==> src/rtl/vga_sync_gen.sv <==
// vga_sync_gen: VGA timing generator with a clock-enable pixel divider.
//
// Ports
//   clk          system clock
//   reset        synchronous, active-high reset
//   p_tick       pixel strobe, high one clk per pixel period (0 in reset)
//   pixel_x      horizontal position, 0..H_TOTAL-1
//   pixel_y      vertical position, 0..V_TOTAL-1
//   video_on     high inside the visible area, aligned with pixel_x/pixel_y
//   hsync        horizontal sync, asserted level = SYNC_POL
//   vsync        vertical sync, asserted level = SYNC_POL
//   line_start   high for the p_tick cycle where pixel_x == 0
//   frame_start  high for the p_tick cycle where pixel_x == 0 and pixel_y == 0
module vga_sync_gen #(
  parameter int   H_DISPLAY = 640,
  parameter int   H_FRONT   = 16,
  parameter int   H_SYNC    = 96,
  parameter int   H_BACK    = 48,
  parameter int   V_DISPLAY = 480,
  parameter int   V_FRONT   = 10,
  parameter int   V_SYNC    = 2,
  parameter int   V_BACK    = 33,
  parameter int   CLK_DIV   = 2,
  parameter logic SYNC_POL  = 1'b0
) (
  input  logic       clk,
  input  logic       reset,
  output logic       p_tick,
  output logic [9:0] pixel_x,
  output logic [9:0] pixel_y,
  output logic       video_on,
  output logic       hsync,
  output logic       vsync,
  output logic       line_start,
  output logic       frame_start
);

  localparam int H_TOTAL = H_DISPLAY + H_FRONT + H_SYNC + H_BACK;
  localparam int V_TOTAL = V_DISPLAY + V_FRONT + V_SYNC + V_BACK;

  // Geometry that cannot be represented by the 10-bit counters is rejected
  // while elaborating rather than producing a silently wrong raster.
  if (H_TOTAL > 1024) begin : g_h_total_err
    $error("vga_sync_gen: H_TOTAL must not exceed 1024");
  end
  if (V_TOTAL > 1024) begin : g_v_total_err
    $error("vga_sync_gen: V_TOTAL must not exceed 1024");
  end
  if ((CLK_DIV < 1) || (CLK_DIV > 16)) begin : g_clk_div_err
    $error("vga_sync_gen: CLK_DIV must be in 1..16");
  end

  localparam logic [3:0] DIV_LAST   = 4'(CLK_DIV - 1);
  localparam logic [9:0] X_LAST     = 10'(H_TOTAL - 1);
  localparam logic [9:0] Y_LAST     = 10'(V_TOTAL - 1);
  localparam logic [9:0] X_VISIBLE  = 10'(H_DISPLAY);
  localparam logic [9:0] Y_VISIBLE  = 10'(V_DISPLAY);
  localparam logic [9:0] HS_FIRST   = 10'(H_DISPLAY + H_FRONT);
  localparam logic [9:0] HS_LAST    = 10'(H_DISPLAY + H_FRONT + H_SYNC - 1);
  localparam logic [9:0] VS_FIRST   = 10'(V_DISPLAY + V_FRONT);
  localparam logic [9:0] VS_LAST    = 10'(V_DISPLAY + V_FRONT + V_SYNC - 1);

  logic [3:0] div_cnt_r;
  logic [9:0] x_r;
  logic [9:0] y_r;
  logic       video_on_r;
  logic       hsync_r;
  logic       vsync_r;

  logic       tick_s;
  logic [3:0] div_nxt_s;
  logic [9:0] x_nxt_s;
  logic [9:0] y_nxt_s;
  logic       video_nxt_s;
  logic       hsync_nxt_s;
  logic       vsync_nxt_s;

  // With CLK_DIV == 1 the divider sits at 0 == DIV_LAST, so the tick is
  // permanently high outside reset.
  assign tick_s = ~reset & (div_cnt_r == DIV_LAST);

  // Next-state counters and the decode of that next state, so the
  // registered decodes line up with pixel_x/pixel_y on the same clk.
  always_comb begin
    div_nxt_s   = div_cnt_r;
    x_nxt_s     = x_r;
    y_nxt_s     = y_r;
    video_nxt_s = 1'b0;
    hsync_nxt_s = ~SYNC_POL;
    vsync_nxt_s = ~SYNC_POL;

    if (reset) begin
      div_nxt_s = 4'd0;
      x_nxt_s   = 10'd0;
      y_nxt_s   = 10'd0;
    end else if (tick_s) begin
      div_nxt_s = 4'd0;
      if (x_r == X_LAST) begin
        x_nxt_s = 10'd0;
        if (y_r == Y_LAST) begin
          y_nxt_s = 10'd0;
        end else begin
          y_nxt_s = y_r + 10'd1;
        end
      end else begin
        x_nxt_s = x_r + 10'd1;
        y_nxt_s = y_r;
      end
    end else begin
      div_nxt_s = div_cnt_r + 4'd1;
    end

    // Reset drives deasserted decodes so a mid-frame reset never holds a
    // partial sync pulse.
    if (reset) begin
      video_nxt_s = 1'b0;
      hsync_nxt_s = ~SYNC_POL;
      vsync_nxt_s = ~SYNC_POL;
    end else begin
      video_nxt_s = (x_nxt_s < X_VISIBLE) && (y_nxt_s < Y_VISIBLE);
      if ((x_nxt_s >= HS_FIRST) && (x_nxt_s <= HS_LAST)) begin
        hsync_nxt_s = SYNC_POL;
      end else begin
        hsync_nxt_s = ~SYNC_POL;
      end
      if ((y_nxt_s >= VS_FIRST) && (y_nxt_s <= VS_LAST)) begin
        vsync_nxt_s = SYNC_POL;
      end else begin
        vsync_nxt_s = ~SYNC_POL;
      end
    end
  end

  // Divider, raster counters and decode registers.
  always_ff @(posedge clk) begin
    if (reset) begin
      div_cnt_r  <= 4'd0;
      x_r        <= 10'd0;
      y_r        <= 10'd0;
      video_on_r <= 1'b0;
      hsync_r    <= ~SYNC_POL;
      vsync_r    <= ~SYNC_POL;
    end else begin
      div_cnt_r  <= div_nxt_s;
      x_r        <= x_nxt_s;
      y_r        <= y_nxt_s;
      video_on_r <= video_nxt_s;
      hsync_r    <= hsync_nxt_s;
      vsync_r    <= vsync_nxt_s;
    end
  end

  assign p_tick      = tick_s;
  assign pixel_x     = x_r;
  assign pixel_y     = y_r;
  assign video_on    = video_on_r;
  assign hsync       = hsync_r;
  assign vsync       = vsync_r;
  assign line_start  = tick_s & (x_r == 10'd0);
  assign frame_start = tick_s & (x_r == 10'd0) & (y_r == 10'd0);

endmodule

==> config.mk <==
export PLATFORM = sky130hd
export DESIGN_NAME = vga_sync_gen
export DESIGN_NICKNAME = d
export VERILOG_FILES = /design/src/rtl/vga_sync_gen.sv
export SDC_FILE = /design/constraint.sdc
export NUM_CORES = 1
export LEC_CHECK = 0
export CORE_MARGIN = 2
export CORE_UTILIZATION = 50
export DETAILED_ROUTE_END_ITERATION = 6
export DONT_BUFFER_PORTS = 1
export SLEW_MARGIN = 20
export SYNTH_ARGS = -nofsm -noshare
export SYNTH_HDL_FRONTEND = slang
export SYNTH_SLANG_ARGS = --single-unit
==> constraint.sdc <==
create_clock -name clk -period 5.55 [get_ports clk]
set_input_delay 1.665 -clock clk [delete_from_list [all_inputs] [get_ports clk]]
set_output_delay 1.665 -clock clk [all_outputs]
set_load 0.02 [all_outputs]
=== After elaboration in Yosys (flattened, before gate mapping) ===
Index checks and enable logic that the tools add are counted.

* Add/subtract/negate cells: 3
* Reductions and logical operators: 6
* Equal/unequal tests: 3
* $lt $le $gt $ge: 6
* Muxes and demuxes: 9
* Bitwise logic cells: 4

{| class="wikitable"
|+ Operators by type and width
! cell !! count
|-
| $mux 10 || 7
|-
| $add 10x1->10 const B || 2
|-
| $eq 10x10->1 const B || 2
|-
| $logic_not 10->1 || 2
|-
| $ge 10x10->1 const B || 1
|-
| $ge 10x9->1 const B || 1
|-
| $le 10x10->1 const B || 1
|-
| $le 10x9->1 const B || 1
|-
| $lt 10x10->1 const B || 1
|-
| $lt 10x9->1 const B || 1
|-
| $add 4x1->4 const B || 1
|-
| $eq 4x1->1 const B || 1
|-
| $and 1x1->1 || 3
|-
| $logic_and 1x1->1 || 3
|-
| $mux 1 || 2
|-
| $reduce_or 2->1 || 1
|-
| $not 1->1 || 1
|}

* Output and inout port bits: 26
* Input bits: 2
* Logic and storage cells: 37
* Flip-flop bits (word level): 27

=== Longest topological paths before layout ===
* Depth in word-level cells: 8
* Mapped depth: 10
* Depth with buffers taken out: 9

=== Worst setup path before layout ===
OpenSTA, ideal clock, no wires.

* Kind: in2out
* Start point: input port reset
* End point: output port frame_start
* Stages on the path: 5
* Arrival: 3223 ps
* Required time: 3885 ps
* Path slack: 662 ps
* Path buffers: 1
* Cell sequence: or4b_1 > inv_2 > buf_2 > nand4_1 > nor3_1

* Word-level cells in the longest chain between the ends: 4

{| class="wikitable"
|+ Ends and longest elaborated chain
! what !! line !! source
|-
| start: declaration || 27 || <nowiki>input logic reset,</nowiki>
|-
| $not 1->1 || 80 || <nowiki>assign tick_s = ~reset & (div_cnt_r == DIV_LAST);</nowiki>
|-
| $and 1x1->1 || 80 ||
|-
| via p_tick || 28 || <nowiki>output logic p_tick,</nowiki>
|-
| $and 1x1->1 (2 in a row) || 160 || <nowiki>assign frame_start = tick_s & (x_r == 10'd0) & (y_r == 10'd0);</nowiki>
|-
| end: declaration || 35 || <nowiki>output logic frame_start</nowiki>
|}

The timed path passes the listed nets, and every way through them passes these cells.

=== Worst setup path in the final report ===
Same ends and word-level chain as after synthesis.

==> results.sh <==
export IMPL_power_leakage_nw=0.514
export IMPL_yosys_top_cells_area="dfxtp_1, nand4_1, nor2_1"
export IMPL_fin_ws_ps=764
export IMPL_hold_ws_ps=483
export IMPL_drt_initial_drc_count=123
export IMPL_root_buffer="clkbuf_4"
export IMPL_nFillCells=315
export IMPL_pwr_share_clk_pct=25.5
export IMPL_yosysMostFrequentCell="dfxtp_1"
export IMPL_yosysTopAreaCellShare_pct=32.8
export IMPL_startpoint_type="input port"
export IMPL_dpl_hpwl_mm=2.87
export IMPL_yosys_most_used_dff="dfxtp_1"
export IMPL_grt_antenna_before_repair=0
export IMPL_synth_seq_cells=27
export IMPL_cts_resized=0
export IMPL_numClockSinks=27
export IMPL_synth_async_reset_ratio_pct=0
export IMPL_power_internal_w=0.000243
export IMPL_pre_cts_ws_ps=800
export IMPL_design_core_area_um2=3100
export IMPL_clk_pin_slew_ps=140
export IMPL_p_seq_share_pct=61.9
export IMPL_finalMaxSlewViolations=0
export IMPL_wl_per_cell_um=16.3
export IMPL_nNetsFinal=201
export IMPL_first_pass_iters=4
export IMPL_routed_wl_mm=3.85
export IMPL_cts_buffers=3
export IMPL_syn_avg_cell_area_um2=8.40
export IMPL_vdd_ir_drop_max_v=0.000104
export IMPL_hp_class="reg2reg"
export IMPL_area_growth_synth_to_final_pct=1.67
export IMPL_fin_area_um2=1670
export IMPL_synth_edf_count=0
export IMPL_tightest_slew_ps=540
export IMPL_gp_congestion=0.857
export IMPL_syn_cell_area_um2=1650
export IMPL_crit_type="in2out"
export IMPL_io_pins=28
export IMPL_yosysWarnings=0
export IMPL_layout_min_cycle_time_ps=4790
export IMPL_overflow=0
export IMPL_drive_gt1_share_pct=7.81
export IMPL_pwr_density_cell_nw_per_um2=207
export IMPL_clkLatencyLatePin_ps=330
export IMPL_place_area_um2=1650
export IMPL_cts_hold_buf=0
export IMPL_crit_arrival_ps=3120
export IMPL_post_cts_buffers=0
export IMPL_portBuffers=0
export IMPL_slew_limit_headroom_pct=64.0
export IMPL_status="complete, no violations"
export IMPL_num_vias=1461
export IMPL_hold_viol=0
export IMPL_dieArea_um2=3770
export IMPL_critPathMaxFanout=14
export IMPL_row_count=20
export IMPL_cap_viol_max_count=0
export IMPL_insertedDiodeCount=0
export IMPL_grtUsageTotal_pct=21.9
export IMPL_cts_buffer_depth=2
export IMPL_grt_max_degree=15
export IMPL_synth_net_count=204
export IMPL_setup_violations_final=0
export IMPL_drc=0
export IMPL_grt_pass1_wl_mm=6.20
export IMPL_rsz0062_at_grt="no"
export IMPL_initial_core_util_pct=53.1
export IMPL_syn_inst=196
export IMPL_fin_crit_sh_pct=86.2
export IMPL_htree_levels=1
export IMPL_p_sw_w=0.000104
export IMPL_tns_ps=0
export IMPL_required_ps=3880
export IMPL_p_sw_share_pct=30.0
export IMPL_ant_nets=0
export IMPL_yosysSeqAreaShare_pct=32.8
export IMPL_viasPerCell=6.19
export IMPL_finClkSkew_ps=3.25
export IMPL_fmax_mhz=209
export IMPL_synth_top_area_cell="dfxtp_1"
export IMPL_die_y_um=61.4
export IMPL_critPathCaptureType="primary output"
export IMPL_die_w_um=61.4
export IMPL_synth_cell_types=56
export IMPL_cts_tree="built"
export IMPL_grt_pass1_vias=1358
export IMPL_combPwrFrac_pct=12.6
export IMPL_synthTopCellsByCount="dfxtp_1, nor2_1, nand2_1, nand3_1, nand4_1"
placed cells by master (no fill, tap or decap), drive strengths merged, types with 2 or more instances in the layout:
cell     synthesis  layout
dfxtp           27      27
nor2            21      21
nand2           15      15
nand3           15      15
nand4           14      14
inv              9       9
o21ai            8       8
a21oi            6       6
ha               6       6
nor4             6       6
nor3             5       5
or3              4       4
xnor2            4       4
clkbuf           1       4
and3             3       3
o211ai           3       3
xor2             3       3
o41ai            3       3
or4              3       3
nor2b            2       2
o2111ai          2       2
a31oi            2       2
nand3b           2       2
o31ai            2       2
o22ai            2       2
nand2b           2       2
nor3b            2       2
worst max-delay path: stages:
cell	delay, ps
or4b_1	620
inv_2	280
nand4_1	170
nor3_1	200
buf_4	170
path summary, 6_finish.rpt:
path	start	to	slack, ps	cells after the start
setup / recovery	reset	frame_start	760	5
hold / removal	div_cnt_r[0]	div_cnt_r[0]	480	1
setup reg to reg	pixel_x[1]	vsync	2860	7
hold reg to reg	div_cnt_r[0]	div_cnt_r[0]	480	1
power by group through the flow:
stage               Clock [W]  Combinational, W  Sequential, W
floorplan                   0         0.0000380       0.000216
global placement            0         0.0000424       0.000219
detailed placement          0         0.0000434       0.000219
CTS                 0.0000890         0.0000435       0.000215
global route        0.0000976         0.0000484       0.000216
finish              0.0000883         0.0000436       0.000215
state kept, by name, indices dropped and copies added (netlist names):
name	flops
pixel_x	10
pixel_y	10
vsync	1
div_cnt_r	4
hsync	1
video_on	1
metal layers:
| layer | part of all wire, % | wire length [um] | global-route usage [%] |
|---|---|---|---|
| met5 | 0 | 0 | 0 |
| met4 | 1.1 | 42 | 6.69 |
| met3 | 6.5 | 249 | 3.57 |
| met2 | 45 | 1740 | 34.2 |
| met1 | 47 | 1830 | 31.1 |
final cells by class:
class	instances	area [um2]	area share [%]
Inverter	10	37.5	2.24
Tap cell	44	55.1	3.29
Clock buffer	4	26.3	1.57
Multi-Input combinational cell	150	1010	60.2
Timing Repair Buffer	1	7.51	0.448
Sequential cell	27	541	32.3
metrics by stage:
step | std cells | util [%] | power, W
floorplan | 196 | - | 0.000254
global placement | 232 | 53.1 | 0.000261
detailed placement | 232 | 53.1 | 0.000262
CTS | 236 | 54.0 | 0.000347
global route | 236 | 54.0 | 0.000362
finish | 236 | 54.0 | 0.000346
cells by family after synthesis:
| logic type | share of synthesized area [%] |
|---|---|
| muxes | 0.684 |
| AOI/OAI and AO/OA | 16.0 |
| DFF | 32.8 |
| buffers and inverters | 6.00 |
| and+or+nand+nor | 36.2 |
| xor gates and xnor gates | 3.72 |
| adders and majority gates | 4.56 |
(Power assumes the default switching activity.)
